### config.mk
export PLATFORM = sky130hd
export DESIGN_NAME = main_ctrl_fsm_flat
export DESIGN_NICKNAME = d
export VERILOG_FILES = /design/src/rtl/main_ctrl_if.sv /design/src/rtl/main_ctrl_fsm.sv /design/src/flat_wrapper.sv
export SDC_FILE = /design/constraint.sdc
export NUM_CORES = 1
export LEC_CHECK = 0
export CAP_MARGIN = 25
export CORE_MARGIN = 1
export CORE_UTILIZATION = 55
export CTS_CLUSTER_SIZE = 14
export DETAILED_ROUTE_END_ITERATION = 8
export DONT_BUFFER_PORTS = 1
export PLACE_DENSITY = 0.81
export SYNTH_ARGS = -nofsm -noshare
export SYNTH_HDL_FRONTEND = slang
export SYNTH_SLANG_ARGS = --single-unit
### constraint.sdc
create_clock -name clk -period 6.14 [get_ports clk]
set_input_delay 1.842 -clock clk [delete_from_list [all_inputs] [get_ports clk]]
set_output_delay 1.842 -clock clk [all_outputs]
set_load 0.005 [all_outputs]
### src/rtl/main_ctrl_if.sv
// Bus between the multicycle main controller and the datapath: opcode/flags/ack in,
// every enable, mux select, ALU op and status out.
interface main_ctrl_if #(
  parameter int CNT_WIDTH = 32
);
  logic [5:0]           opcode;
  logic                 zero;
  logic                 mem_ack;
  logic                 mem_read;
  logic                 mem_write;
  logic                 iord;
  logic                 ir_write;
  logic                 pc_write;
  logic [1:0]           pc_src;
  logic                 alu_src_a;
  logic [1:0]           alu_src_b;
  logic [1:0]           alu_op;
  logic                 reg_dst;
  logic                 mem_to_reg;
  logic                 reg_write;
  logic                 illegal;
  logic [CNT_WIDTH-1:0] instr_count;
  logic [3:0]           state;

  modport master (
    output opcode, zero, mem_ack,
    input  mem_read, mem_write, iord, ir_write, pc_write, pc_src,
           alu_src_a, alu_src_b, alu_op, reg_dst, mem_to_reg, reg_write,
           illegal, instr_count, state
  );

  modport slave (
    input  opcode, zero, mem_ack,
    output mem_read, mem_write, iord, ir_write, pc_write, pc_src,
           alu_src_a, alu_src_b, alu_op, reg_dst, mem_to_reg, reg_write,
           illegal, instr_count, state
  );
endinterface

### src/rtl/main_ctrl_fsm.sv
// Multicycle MIPS-subset main control: Moore FSM over fetch/decode/execute/memory/writeback
// with a req/ack memory handshake, retired-instruction counter and illegal-opcode trap.
module main_ctrl_fsm #(
  parameter int CNT_WIDTH = 32
) (
  input  logic       clk,
  input  logic       rst,
  main_ctrl_if.slave bus
);

  localparam logic [1:0] ALUOP_LW    = 2'b00;
  localparam logic [1:0] ALUOP_BEQ   = 2'b01;
  localparam logic [1:0] ALUOP_RTYPE = 2'b10;

  localparam logic [5:0] OP_RTYPE = 6'b000000;
  localparam logic [5:0] OP_LW    = 6'b100011;
  localparam logic [5:0] OP_SW    = 6'b101011;
  localparam logic [5:0] OP_BEQ   = 6'b000100;
  localparam logic [5:0] OP_J     = 6'b000010;

  typedef enum logic [3:0] {
    S_FETCH  = 4'd0,
    S_DECODE = 4'd1,
    S_MEMADR = 4'd2,
    S_MEMRD  = 4'd3,
    S_MEMWB  = 4'd4,
    S_MEMWR  = 4'd5,
    S_EXEC   = 4'd6,
    S_ALUWB  = 4'd7,
    S_BRANCH = 4'd8,
    S_JUMP   = 4'd9,
    S_TRAP   = 4'd10
  } state_t;

  state_t               r_state;
  state_t               w_next;
  logic [CNT_WIDTH-1:0] r_cnt;
  logic                 w_retire;

  logic       w_mem_read;
  logic       w_mem_write;
  logic       w_iord;
  logic       w_ir_write;
  logic       w_pc_write;
  logic [1:0] w_pc_src;
  logic       w_alu_src_a;
  logic [1:0] w_alu_src_b;
  logic [1:0] w_alu_op;
  logic       w_reg_dst;
  logic       w_mem_to_reg;
  logic       w_reg_write;
  logic       w_illegal;

  always_ff @(posedge clk) begin
    if (rst) r_state <= S_FETCH;
    else     r_state <= w_next;
  end

  always_comb begin
    w_next = S_FETCH;
    case (r_state)
      S_FETCH:  w_next = bus.mem_ack ? S_DECODE : S_FETCH;
      S_DECODE: begin
        case (bus.opcode)
          OP_LW, OP_SW: w_next = S_MEMADR;
          OP_RTYPE:     w_next = S_EXEC;
          OP_BEQ:       w_next = S_BRANCH;
          OP_J:         w_next = S_JUMP;
          default:      w_next = S_TRAP;
        endcase
      end
      S_MEMADR: w_next = (bus.opcode == OP_SW) ? S_MEMWR : S_MEMRD;
      S_MEMRD:  w_next = bus.mem_ack ? S_MEMWB : S_MEMRD;
      S_MEMWB:  w_next = S_FETCH;
      S_MEMWR:  w_next = bus.mem_ack ? S_FETCH : S_MEMWR;
      S_EXEC:   w_next = S_ALUWB;
      S_ALUWB:  w_next = S_FETCH;
      S_BRANCH: w_next = S_FETCH;
      S_JUMP:   w_next = S_FETCH;
      S_TRAP:   w_next = S_TRAP;
      default:  w_next = S_FETCH;
    endcase
  end

  // Reset forces the idle decode combinationally so no request leaks out while rst is high.
  always_comb begin
    w_mem_read   = 1'b0;
    w_mem_write  = 1'b0;
    w_iord       = 1'b0;
    w_ir_write   = 1'b0;
    w_pc_write   = 1'b0;
    w_pc_src     = 2'b00;
    w_alu_src_a  = 1'b0;
    w_alu_src_b  = 2'b00;
    w_alu_op     = ALUOP_LW;
    w_reg_dst    = 1'b0;
    w_mem_to_reg = 1'b0;
    w_reg_write  = 1'b0;
    w_illegal    = 1'b0;
    if (!rst) begin
      case (r_state)
        S_FETCH: begin
          w_mem_read  = 1'b1;
          w_alu_src_b = 2'b01;
          w_ir_write  = bus.mem_ack;
          w_pc_write  = bus.mem_ack;
        end
        S_DECODE: w_alu_src_b = 2'b11;
        S_MEMADR: begin
          w_alu_src_a = 1'b1;
          w_alu_src_b = 2'b10;
        end
        S_MEMRD: begin
          w_mem_read = 1'b1;
          w_iord     = 1'b1;
        end
        S_MEMWB: begin
          w_reg_write  = 1'b1;
          w_mem_to_reg = 1'b1;
        end
        S_MEMWR: begin
          w_mem_write = 1'b1;
          w_iord      = 1'b1;
        end
        S_EXEC: begin
          w_alu_src_a = 1'b1;
          w_alu_op    = ALUOP_RTYPE;
        end
        S_ALUWB: begin
          w_reg_write = 1'b1;
          w_reg_dst   = 1'b1;
          w_alu_op    = ALUOP_RTYPE;
        end
        S_BRANCH: begin
          w_alu_src_a = 1'b1;
          w_alu_op    = ALUOP_BEQ;
          w_pc_src    = 2'b01;
          w_pc_write  = bus.zero;
        end
        S_JUMP: begin
          w_pc_src   = 2'b10;
          w_pc_write = 1'b1;
        end
        S_TRAP:  w_illegal = 1'b1;
        default: ;
      endcase
    end
  end

  // An instruction retires on the edge leaving its final state; a store only once acked.
  assign w_retire = (r_state == S_MEMWB) || (r_state == S_ALUWB) ||
                    (r_state == S_BRANCH) || (r_state == S_JUMP) ||
                    ((r_state == S_MEMWR) && bus.mem_ack);

  always_ff @(posedge clk) begin
    if (rst)           r_cnt <= '0;
    else if (w_retire) r_cnt <= r_cnt + 1'b1;
  end

  assign bus.mem_read    = w_mem_read;
  assign bus.mem_write   = w_mem_write;
  assign bus.iord        = w_iord;
  assign bus.ir_write    = w_ir_write;
  assign bus.pc_write    = w_pc_write;
  assign bus.pc_src      = w_pc_src;
  assign bus.alu_src_a   = w_alu_src_a;
  assign bus.alu_src_b   = w_alu_src_b;
  assign bus.alu_op      = w_alu_op;
  assign bus.reg_dst     = w_reg_dst;
  assign bus.mem_to_reg  = w_mem_to_reg;
  assign bus.reg_write   = w_reg_write;
  assign bus.illegal     = w_illegal;
  assign bus.instr_count = r_cnt;
  assign bus.state       = r_state;

endmodule

### src/flat_wrapper.sv
// flat-port wrapper written by rule: the top's interface ports become plain ports
module main_ctrl_fsm_flat 
#(
  parameter int CNT_WIDTH = 32
)
  (clk, rst, bus_opcode, bus_zero, bus_mem_ack, bus_mem_read, bus_mem_write, bus_iord, bus_ir_write, bus_pc_write, bus_pc_src, bus_alu_src_a, bus_alu_src_b, bus_alu_op, bus_reg_dst, bus_mem_to_reg, bus_reg_write, bus_illegal, bus_instr_count, bus_state);
  main_ctrl_if #(.CNT_WIDTH(CNT_WIDTH)) bus_i ();
  input  logic clk;
  input  logic rst;
  input wire logic [$bits(bus_i.opcode)-1:0] bus_opcode;
  input wire logic [$bits(bus_i.zero)-1:0] bus_zero;
  input wire logic [$bits(bus_i.mem_ack)-1:0] bus_mem_ack;
  output wire logic [$bits(bus_i.mem_read)-1:0] bus_mem_read;
  output wire logic [$bits(bus_i.mem_write)-1:0] bus_mem_write;
  output wire logic [$bits(bus_i.iord)-1:0] bus_iord;
  output wire logic [$bits(bus_i.ir_write)-1:0] bus_ir_write;
  output wire logic [$bits(bus_i.pc_write)-1:0] bus_pc_write;
  output wire logic [$bits(bus_i.pc_src)-1:0] bus_pc_src;
  output wire logic [$bits(bus_i.alu_src_a)-1:0] bus_alu_src_a;
  output wire logic [$bits(bus_i.alu_src_b)-1:0] bus_alu_src_b;
  output wire logic [$bits(bus_i.alu_op)-1:0] bus_alu_op;
  output wire logic [$bits(bus_i.reg_dst)-1:0] bus_reg_dst;
  output wire logic [$bits(bus_i.mem_to_reg)-1:0] bus_mem_to_reg;
  output wire logic [$bits(bus_i.reg_write)-1:0] bus_reg_write;
  output wire logic [$bits(bus_i.illegal)-1:0] bus_illegal;
  output wire logic [$bits(bus_i.instr_count)-1:0] bus_instr_count;
  output wire logic [$bits(bus_i.state)-1:0] bus_state;
  assign bus_i.opcode = bus_opcode;
  assign bus_i.zero = bus_zero;
  assign bus_i.mem_ack = bus_mem_ack;
  assign bus_mem_read = bus_i.mem_read;
  assign bus_mem_write = bus_i.mem_write;
  assign bus_iord = bus_i.iord;
  assign bus_ir_write = bus_i.ir_write;
  assign bus_pc_write = bus_i.pc_write;
  assign bus_pc_src = bus_i.pc_src;
  assign bus_alu_src_a = bus_i.alu_src_a;
  assign bus_alu_src_b = bus_i.alu_src_b;
  assign bus_alu_op = bus_i.alu_op;
  assign bus_reg_dst = bus_i.reg_dst;
  assign bus_mem_to_reg = bus_i.mem_to_reg;
  assign bus_reg_write = bus_i.reg_write;
  assign bus_illegal = bus_i.illegal;
  assign bus_instr_count = bus_i.instr_count;
  assign bus_state = bus_i.state;
  main_ctrl_fsm #(.CNT_WIDTH(CNT_WIDTH)) u_core (.clk(clk), .rst(rst), .bus(bus_i));
endmodule
## Word level (Yosys, flattened, before mapping)

Cells that the tools add are included.

- Equality and inequality tests: 14
- Reduce and logical (&&, ||, !) cells: 13
- Add/sub/neg operators: 1
- Mux-type cells: 32

Operator list:

| cell | number |
|---|---|
| adder 32 x 1 -> 32 bit, second input constant | 1 |
| case mux 4 bit (7 select lines) | 1 |
| two-way mux 1 bit | 20 |
| == test 4 x 3 -> 1 bit, second input constant | 4 |
| case mux 4 bit (4 select lines) | 1 |
| == test 4 bit, second input constant | 3 |
| == test 6 bit, second input constant | 2 |
| OR reduction 2 bit | 5 |
| two-way mux 3 bit | 3 |
| == test 4 x 2 -> 1 bit, second input constant | 2 |
| case mux 2 bit (2 select lines) | 2 |
| == test 6 x 2 -> 1 bit, second input constant | 1 |
| == test 6 x 3 -> 1 bit, second input constant | 1 |
| zero test 6 bit | 1 |
| two-way mux 2 bit | 3 |
| case mux 2 bit (3 select lines) | 1 |
| == test 4 x 1 -> 1 bit, second input constant | 1 |
| zero test 4 bit | 1 |
| logical OR 1 bit | 4 |
| case mux 1 bit (3 select lines) | 1 |
| OR reduction 3 bit | 1 |
| logical AND 1 bit | 1 |

- Register bits after elaboration: 36
- Logic and storage cells: 62
- Output and inout bits: 52
- Bits of input ports: 10

## Longest topological paths before layout

Gate-level depths: netlist of the first run.

- Word-level depth: 5
- Gate-level depth with buffers: 7
- Gate-level depth less buffers: 5

## Least setup slack after synthesis of the first run

No wires, ideal clock.

- Path kind: in2out
- Start: input port rst
- End: output port bus_pc_src[0]
- Path buffers: 2
- Cell stages on the path: 4
- Slack: 1.430 ns
- Arrival: 2.868 ns
- Required time: 4.298 ns
- Path through: clkbuf_1 or3b_2 nor3_1 buf_4

- Longest elaborated chain between the ends: 1

RTL lines:

| element | line | text |
|---|---|---|
| start: declaration | flat_wrapper.sv:9 | `input logic rst;` |
| two-way mux 2 bit | main_ctrl_fsm.sv:100 | `if (!rst) begin` |
| end: declaration | flat_wrapper.sv:18 | `output wire logic [$bits(bus_i.pc_src)-1:0] bus_pc_src;` |

Every way passes these cells.

## Worst setup path in the final report of the first run

- Start: input port rst
- End: output port bus_ir_write

- Longest elaborated chain between the ends: 1

RTL lines:

| element | line | text |
|---|---|---|
| two-way mux 1 bit | main_ctrl_fsm.sv:100 |  |
| end: declaration | flat_wrapper.sv:16 | `output wire logic [$bits(bus_i.ir_write)-1:0] bus_ir_write;` |

Every way passes these cells.

==> flow_metrics.env, run 1 <==
export IMPL_crit_required_ns=4.30
export IMPL_grt_max_degree=39
export IMPL_rsz0062_at_grt="false"
export IMPL_pwr_share_clk=0.340
export IMPL_num_vias=1875
export IMPL_drtIter0Drc=149
export IMPL_intPower_uw=360
export IMPL_dp_hpwl_mm=2.91
export IMPL_gr_total_overflow=0
export IMPL_cts_buffers=5
export IMPL_root_buffer="clkbuf_8"
export IMPL_outcome="completed"
export IMPL_top_level_ports=62
export IMPL_yosys_register_bits=36
export IMPL_synthTopCellsByCount="dfxtp_1 (36), a21oi_1 (33), nor2_1 (24), o21ai_0 (20)"
export IMPL_cts_clk_slew_worst_paths_ns=0.07
export IMPL_synth_cell_types=43
export IMPL_tightestPinTransition_ns=0.745
export IMPL_worst_setup_path_start_kind="primary input"
export IMPL_timing_hold_ws_ns=0.499
export IMPL_syn_avg_cell_area_um2=7.90
export IMPL_post_cts_resized=0
export IMPL_die_area_mm2=0.00395
export IMPL_crit_type="in -> out"
export IMPL_synth_edf_count=0
export IMPL_crit_path_cell_trace="or3_1, nor4b_1"
export IMPL_combPwrFrac=0.130
export IMPL_wl_per_cell_um=15.0
export IMPL_cts_tree="done"
export IMPL_grt_pass1_wl_mm=7.60
export IMPL_num_fill_cells=314
export IMPL_ir_drop_mv=0.142
export IMPL_cts_htree_levels=2
export IMPL_p_seq_frac=0.530
export IMPL_min_period_over_period=0.729
export IMPL_netSwitchingFraction=0.293
export IMPL_cpLargestDelayFamily="simple AND/OR/NAND/NOR gates"
export IMPL_cap_violations=0
export IMPL_start_util=0.592
export IMPL_yosysWarnings=0
export IMPL_antenna_found_initial=0
export IMPL_clk_latency_ns=0.29
export IMPL_cp_buffers_inverters=0
export IMPL_synthMostInstantiatedCell="dfxtp_1"
export IMPL_grt_usage=0.240
export IMPL_met2_usage=0.376
export IMPL_fmax_ghz=0.224
export IMPL_clockBufferDepth=2
export IMPL_fp_row_count=21
export IMPL_p_per_area_mw_per_mm2=242
export IMPL_power_switching_uw=149
export IMPL_relSlewSlack=0.501
export IMPL_synthFlopType="dfxtp_1"
export IMPL_synth_area_mm2=0.00204
export IMPL_r2r_slack_ns=3.39
export IMPL_synth_area_top_cells="dfxtp_1 (35%), a21oi_1 (8.1%), o21ai_0 (4.9%)"
export IMPL_grt_use_met1=0.299
export IMPL_cellLeakagePower_nw=0.647
export IMPL_synthToLayoutAreaGrowth_pct=3.13
export IMPL_fin_crit_ns=4.47
export IMPL_use_met3=0.0839
export IMPL_clock_sinks=36
export IMPL_worstPathArrival_ns=2.63
export IMPL_insertedDiodeCount=0
export IMPL_viasPerCell=6.38
export IMPL_die_y_um=62.9
export IMPL_cts_hold_repair_buffers=0
export IMPL_slowest_delay_ns=0.42
export IMPL_cp_max_fo=38
export IMPL_core_area_mm2=0.00344
export IMPL_top_usage_layer="met2"
export IMPL_grt_pass1_vias=1690
export IMPL_io_buffer_count=0
export IMPL_layout_drive_gt1_share=0.0565
export IMPL_maxSlewViolCount=0
export IMPL_finalNetCount=258
export IMPL_place_gp_congestion=0.745
export IMPL_cts_setup_buffers=0
export IMPL_min_path_type="reg -> reg"
export IMPL_endpoint_kind="primary output"
export IMPL_wirelength_mm=4.41
export IMPL_synthesis_nets=269
export IMPL_crit_slowest_cell="nor4b_1"
export IMPL_drc=0
export IMPL_synth_seq_area_share=0.354
export IMPL_hold_viol_final=0
export IMPL_tns_ns=0
export IMPL_yosys_area_top_type="dfxtp_1"
export IMPL_finClkSkew_ns=0.00382
export IMPL_setup_viol_count_final=0
export IMPL_die_w_um=62.9
export IMPL_synthCells=258
export IMPL_drt_pass1_iterations=4
export IMPL_synth_async_sr_flop_share=0
export IMPL_synth_top_area_frac=0.354
export IMPL_ant_nets=0
-- power groups by stage --
stage          clock [mW]  combinational, mW  sequential [mW]
2_1_floorplan           0             0.0827            0.253
3_3_place_gp            0             0.0643            0.274
3_5_place_dp            0             0.0654            0.275
4_1_cts             0.176             0.0659            0.269
5_1_grt             0.186             0.0768            0.273
6_report            0.173             0.0661            0.270
-- area by class of cell --
class                           count  area (um^2)  share of cell area
Multi-Input combinational cell    197         1210               0.574
Sequential cell                    36          721               0.343
Clock buffer                        8         90.1              0.0429
Tap cell                           46         57.6              0.0274
Inverter                            7         26.3              0.0125
-- layout by cell type, fill, tap and decap left out, types with 7 or more instances in the layout --
cell type / n
a21oi_1: 33
dfxtp_1: 36
inv_1: 7
nand2_1: 13
nand3_1: 9
nor2_1: 24
o21ai_0: 20
o31ai_1: 13
or3_1: 13
or4_1: 12
xor2_1: 8
-- layer usage --
metal | up-vias | wire length (um)
met2 | 61 | 2020
met5 | - | 0
met3 | 6 | 271
met1 | 877 | 2050
met4 | 0 | 59
li1 | 931 | -
-- registers in the layout, summed over array words and instances, names as in the netlist --
name,count
u_core.bus.instr_count,32
u_core.bus.state,4
-- per-stage QoR --
step                      area [um^2]  worst slack, ns  total power, mW   util  std cells
after detailed placement         2010             1.65            0.340  0.584        286
final                            2100             1.67            0.509  0.610        294
after global placement           2010             1.70            0.338  0.584        286
after floorplan                  2040             1.43            0.336      -        258
after CTS                        2100             1.65            0.511  0.610        294
after global routing             2100             1.60            0.536  0.610        294
-- cell families after synthesis --
logic type                 Yosys count  share of synthesized area
and+or+nand+nor                    107                      0.299
AOI/OAI and AO/OA                   78                      0.239
DFF                                 36                      0.354
buffers and inverters               25                     0.0541
xor gates and xnor gates            10                     0.0430
muxes                                1                    0.00491
adders and majority gates            1                    0.00614
-- path summary, 6_finish.rpt --
kind	depth (start not counted)	end	start
min reg2reg	2	u_core.bus.instr_count[31]	u_core.bus.instr_count[31]
max reg2reg	4	u_core.bus.instr_count[31]	u_core.bus.state[2]
max	2	bus_ir_write	rst
min	2	u_core.bus.instr_count[31]	u_core.bus.instr_count[31]
(Power assumes the default switching activity.)
==> run 2: changes to the inputs <==
==> constraint.sdc (replaced) <==
create_clock -name clk -period 4.2 [get_ports clk]
set_input_delay 1.26 -clock clk [delete_from_list [all_inputs] [get_ports clk]]
set_output_delay 1.26 -clock clk [all_outputs]
set_load 0.005 [all_outputs]
==> run 2 against run 1 <==
Net effect: cell count is 0.34% higher; die area did not move; flip-flop and latch count did not move; total power is 45% higher; setup slack got worse by 0.74 ns; largest cell class unchanged.
==> flow_metrics.env, run 2 (synthesis gave the netlist of run 1 again) <==
export IMPL_outcome="completed"
export IMPL_slowest_delay_ns=0.45
export IMPL_io_buffer_count=0
export IMPL_cts_hold_repair_buffers=0
export IMPL_cpLargestDelayFamily="simple AND/OR/NAND/NOR gates"
export IMPL_fin_crit_ns=3.27
export IMPL_drc=0
export IMPL_clockBufferDepth=2
export IMPL_clk_latency_ns=0.28
export IMPL_gr_total_overflow=0
export IMPL_tightestPinTransition_ns=0.716
export IMPL_final_common_cell="dfxtp_1"
export IMPL_cap_violations=0
export IMPL_p_per_area_mw_per_mm2=350
export IMPL_cts_clk_slew_worst_paths_ns=0.06
export IMPL_core_area_mm2=0.00344
export IMPL_die_y_um=62.9
export IMPL_endpoint_kind="primary output"
export IMPL_wirelength_mm=4.32
export IMPL_maxSlewViolCount=0
export IMPL_relSlewSlack=0.522
export IMPL_synthToLayoutAreaGrowth_pct=3.50
export IMPL_postLayoutCoreUtil=0.613
export IMPL_worstSetupStartpoint="rst"
export IMPL_layout_setup_ws_ns=0.926
export IMPL_timing_hold_ws_ns=0.501
export IMPL_worstHoldStart="u_core.bus.instr_count[31]"
export IMPL_hold_viol_final=0
export IMPL_insertedDiodeCount=0
export IMPL_finClkSkew_ns=0.00331
export IMPL_min_path_type="reg -> reg"
export IMPL_grt_pass1_wl_mm=7.27
export IMPL_r2r_cells=5
export IMPL_fp_row_count=21
export IMPL_clock_sinks=36
export IMPL_place_gp_congestion=0.732
export IMPL_pre_cts_slack_ns=0.919
export IMPL_grt_max_degree=39
export IMPL_setup_viol_count_final=0
export IMPL_cts_buffers=5
export IMPL_crit_required_ns=2.94
export IMPL_grt_pass1_vias=1632
export IMPL_rsz0062_at_grt="false"
export IMPL_crit_path_cell_trace="or3b_2, nor3_1"
export IMPL_crit_type="in -> out"
export IMPL_top_level_ports=62
export IMPL_grt_usage=0.229
export IMPL_fmax_ghz=0.305
export IMPL_holdPathStages=2
export IMPL_antenna_found_initial=0
export IMPL_cts_htree_levels=2
export IMPL_r2r_slack_ns=1.66
export IMPL_min_to="u_core.bus.instr_count[31]"
export IMPL_num_vias=1849
export IMPL_cellLeakagePower_nw=0.652
export IMPL_die_w_um=62.9
export IMPL_ir_drop_mv=0.245
export IMPL_worst_setup_path_start_kind="primary input"
export IMPL_dp_hpwl_mm=2.85
export IMPL_cp_buffers_inverters=0
export IMPL_die_area_mm2=0.00395
export IMPL_layout_drive_gt1_share=0.0602
export IMPL_cts_setup_buffers=0
export IMPL_worstPathArrival_ns=2.01
export IMPL_crit_slowest_cell="or3b_2"
export IMPL_timing_rr_start="u_core.bus.state[3]"
export IMPL_most_common_layout_cells="dfxtp_1 (36), a21oi_1 (33), nor2_1 (24), o21ai_0 (20)"
export IMPL_cts_tree="done"
export IMPL_cp_max_fo=38
export IMPL_finalNetCount=259
export IMPL_wl_per_cell_um=14.6
export IMPL_drt_pass1_iterations=4
export IMPL_root_buffer="clkbuf_8"
export IMPL_reg2reg_to="u_core.bus.instr_count[29]"
export IMPL_tns_ns=0
export IMPL_post_cts_resized=0
export IMPL_largest_reg_flops=32
export IMPL_min_period_over_period=0.780
export IMPL_start_util=0.592
export IMPL_drtIter0Drc=94
export IMPL_viasPerCell=6.27
export IMPL_ant_nets=0
## run 2: metal layers
layer / vias up / GRT usage / wire length (um)
li1: 935 / - / -
met1: 850 / 0.294 / 2050
met2: 60 / 0.355 / 1910
met3: 4 / 0.0657 / 312
met4: 0 / 0.105 / 47
met5: - / 0 / 0
## run 2: through the flow
stage | std cells | instance area (um^2) | power [mW]
floorplan | 258 | 2040 | 0.491
global route | 295 | 2110 | 0.780
CTS | 295 | 2110 | 0.745
global placement | 287 | 2020 | 0.495
finish | 295 | 2110 | 0.738
detailed placement | 287 | 2020 | 0.496
## run 2: worst max-delay path by stage
| stage | slack [ns] | cells after the start | endpoint |
|---|---|---|---|
| 3_5_place_dp | 0.92 | 2 | bus_alu_op[0] |
| 3_3_place_gp | 0.93 | 2 | bus_alu_op[0] |
| 4_1_cts | 0.92 | 2 | bus_alu_op[0] |
| 6_report | 0.93 | 2 | bus_alu_op[0] |
| 5_1_grt | 0.85 | 2 | bus_pc_src[0] |
| 2_1_floorplan | 0.65 | 4 | bus_pc_src[0] |
## run 2: worst min-delay path, stage by stage (launching register included)
cell and delay [ns]:
dfxtp_1 0.34, o31ai_1 0.07, a21oi_1 0.06
## run 2: report_power, final
group / leakage [nW] / internal, mW / switching, mW / total (mW)
combinational: 0.316 / 0.0414 / 0.0552 / 0.0966
clock: 0.0455 / 0.134 / 0.115 / 0.249
sequential: 0.290 / 0.351 / 0.0415 / 0.393
## run 2: area by class of cell
class | instances | area (um^2)
Clock buffer | 8 | 90.1
Timing Repair Buffer | 1 | 7.51
Tap cell | 46 | 57.6
Multi-Input combinational cell | 197 | 1210
Fill cell | 304 | 1330
Inverter | 7 | 26.3
Sequential cell | 36 | 721
==> variant (settings of run 2) <==
Make the reset (`rst`) asynchronous in 2 clocked blocks.
--- a/src/rtl/main_ctrl_fsm.sv
+++ b/src/rtl/main_ctrl_fsm.sv
@@ -51,7 +51,7 @@
   logic       w_reg_write;
   logic       w_illegal;
 
-  always_ff @(posedge clk) begin
+  always_ff @(posedge clk or posedge rst) begin
     if (rst) r_state <= S_FETCH;
     else     r_state <= w_next;
   end
@@ -152,7 +152,7 @@
                     (r_state == S_BRANCH) || (r_state == S_JUMP) ||
                     ((r_state == S_MEMWR) && bus.mem_ack);
 
-  always_ff @(posedge clk) begin
+  always_ff @(posedge clk or posedge rst) begin
     if (rst)           r_cnt <= '0;
     else if (w_retire) r_cnt <= r_cnt + 1'b1;
   end
Check against the original RTL: differs if rst is asserted again (counterexample within 4 cycles, from zero or initial values and one cycle with rst high); with rst held inactive, the same outputs for 10 cycles.
==> variant against run 2 <==
Wire length fell by 3.1%. Sequential cell count is the same. Count of clock-buffer cells in the layout fell by 1. Setup slack gained 0.034 ns. Final cell count shrank 11%. Final area increased by 3.4%. Maximum frequency grew 1.0%. Area after synthesis is 0.18% lower. Critical path depth up 1. Die area down 0.17%. Critical path type unchanged. Largest cell class unchanged.
Power is not compared: it rests on default switching activity, and its combinational part moved more than twofold at a synthesized area within 25%.
==> variant: results (changes against run 2) <==
* Run status: completed
* Post-synth top cells: dfrtp_1 (36), nand2_1 (23), nor2_1 (19)
* GR Util met2 at 37.0% (+1.5 points)
* GR met1 Demand/Resource at 28.9% (-0.50 points)
* First-pass GRT wire length at 7.11 mm (-2.2%)
* Vias per cell at 5.85 (-6.7%)
* Fraction of the mapped netlist area in adder cells at 0.615% (+0.0011 points)
* DRT iter0 DRCs at 82 (-13%)
* Synth top area cells: dfrtp_1 (44%), xnor2_1 (7.3%), xor2_1 (6.9%)
* GRT met3 Usage at 8.94% (+2.4 points)
* Detail Route met2 WL at 2.02 mm (+6.0%)
* Placed Cells incl. Taps at 255 (-11%)
* Xor-xnor portion of the synthesized cell area at 14.2% (+9.9 points)
* Max_slew headroom at 56.1% (+4.0 points)
* Fillers at 292 (-3.9%)
* Syn Inst Count at 216 (-16%)
* CP max FO at 5 (-87%)
* Clock Skew at 0.00333 ns (+0.0000238 ns)
* Top_reg_cell synth: dfrtp_1
* Share of layout cells above drive strength 1 at 9.68% (+3.7 points)
* CP Data Arrival Time at 1.98 ns (-0.03 ns)
* Placement Setup Slack at 0.997 ns (+0.0785 ns)
* Vias at 1538 (-17%)
* Total track usage at 23.1% (+0.14 points)
* Hold Path Sink: u_core.bus.instr_count[31]
* Metal-1 WL at 1.88 mm (-8.2%)
* Mux cell area share after synthesis at 1.05% (+0.55 points)
* Final nets at 227 (-12%)
* WL final at 4.19 mm (-3.1%)
* Placer Congestion at 0.762 (+4.1%)
==> variant: changes by cell type after synthesis, sizes merged, moves of 13 or more <==
cell	run 2	this run
nor3	5	18
o21ai	20	4
dfxtp	36	0
or3	13	0
a21oi	33	7
xnor2	2	17
dfrtp	0	36
==> variant: stage by stage <==
stage          hold slack [ns]  instance area, um^2  total power [W]
2_1_floorplan            0.465                 2030         0.000743
5_1_grt                  0.516                 2180          0.00119
4_1_cts                  0.504                 2180          0.00113
3_3_place_gp             0.494                 2050         0.000786
6_report                 0.500                 2180          0.00112
3_5_place_dp             0.485                 2050         0.000794
==> variant: area by class of cell <==
type,count,share of cell area (%)
Clock buffer,7,4.42
Clock inverter,1,1.38
Inverter,6,1.03
Multi-Input combinational cell,166,48.9
Sequential cell,36,41.3
Tap cell,46,2.64
Timing Repair Buffer,1,0.344
==> variant: worst max-delay path, stage by stage <==
cell     delay, ns
nor2_1        0.17
nand2_1       0.13
nor4b_1       0.42
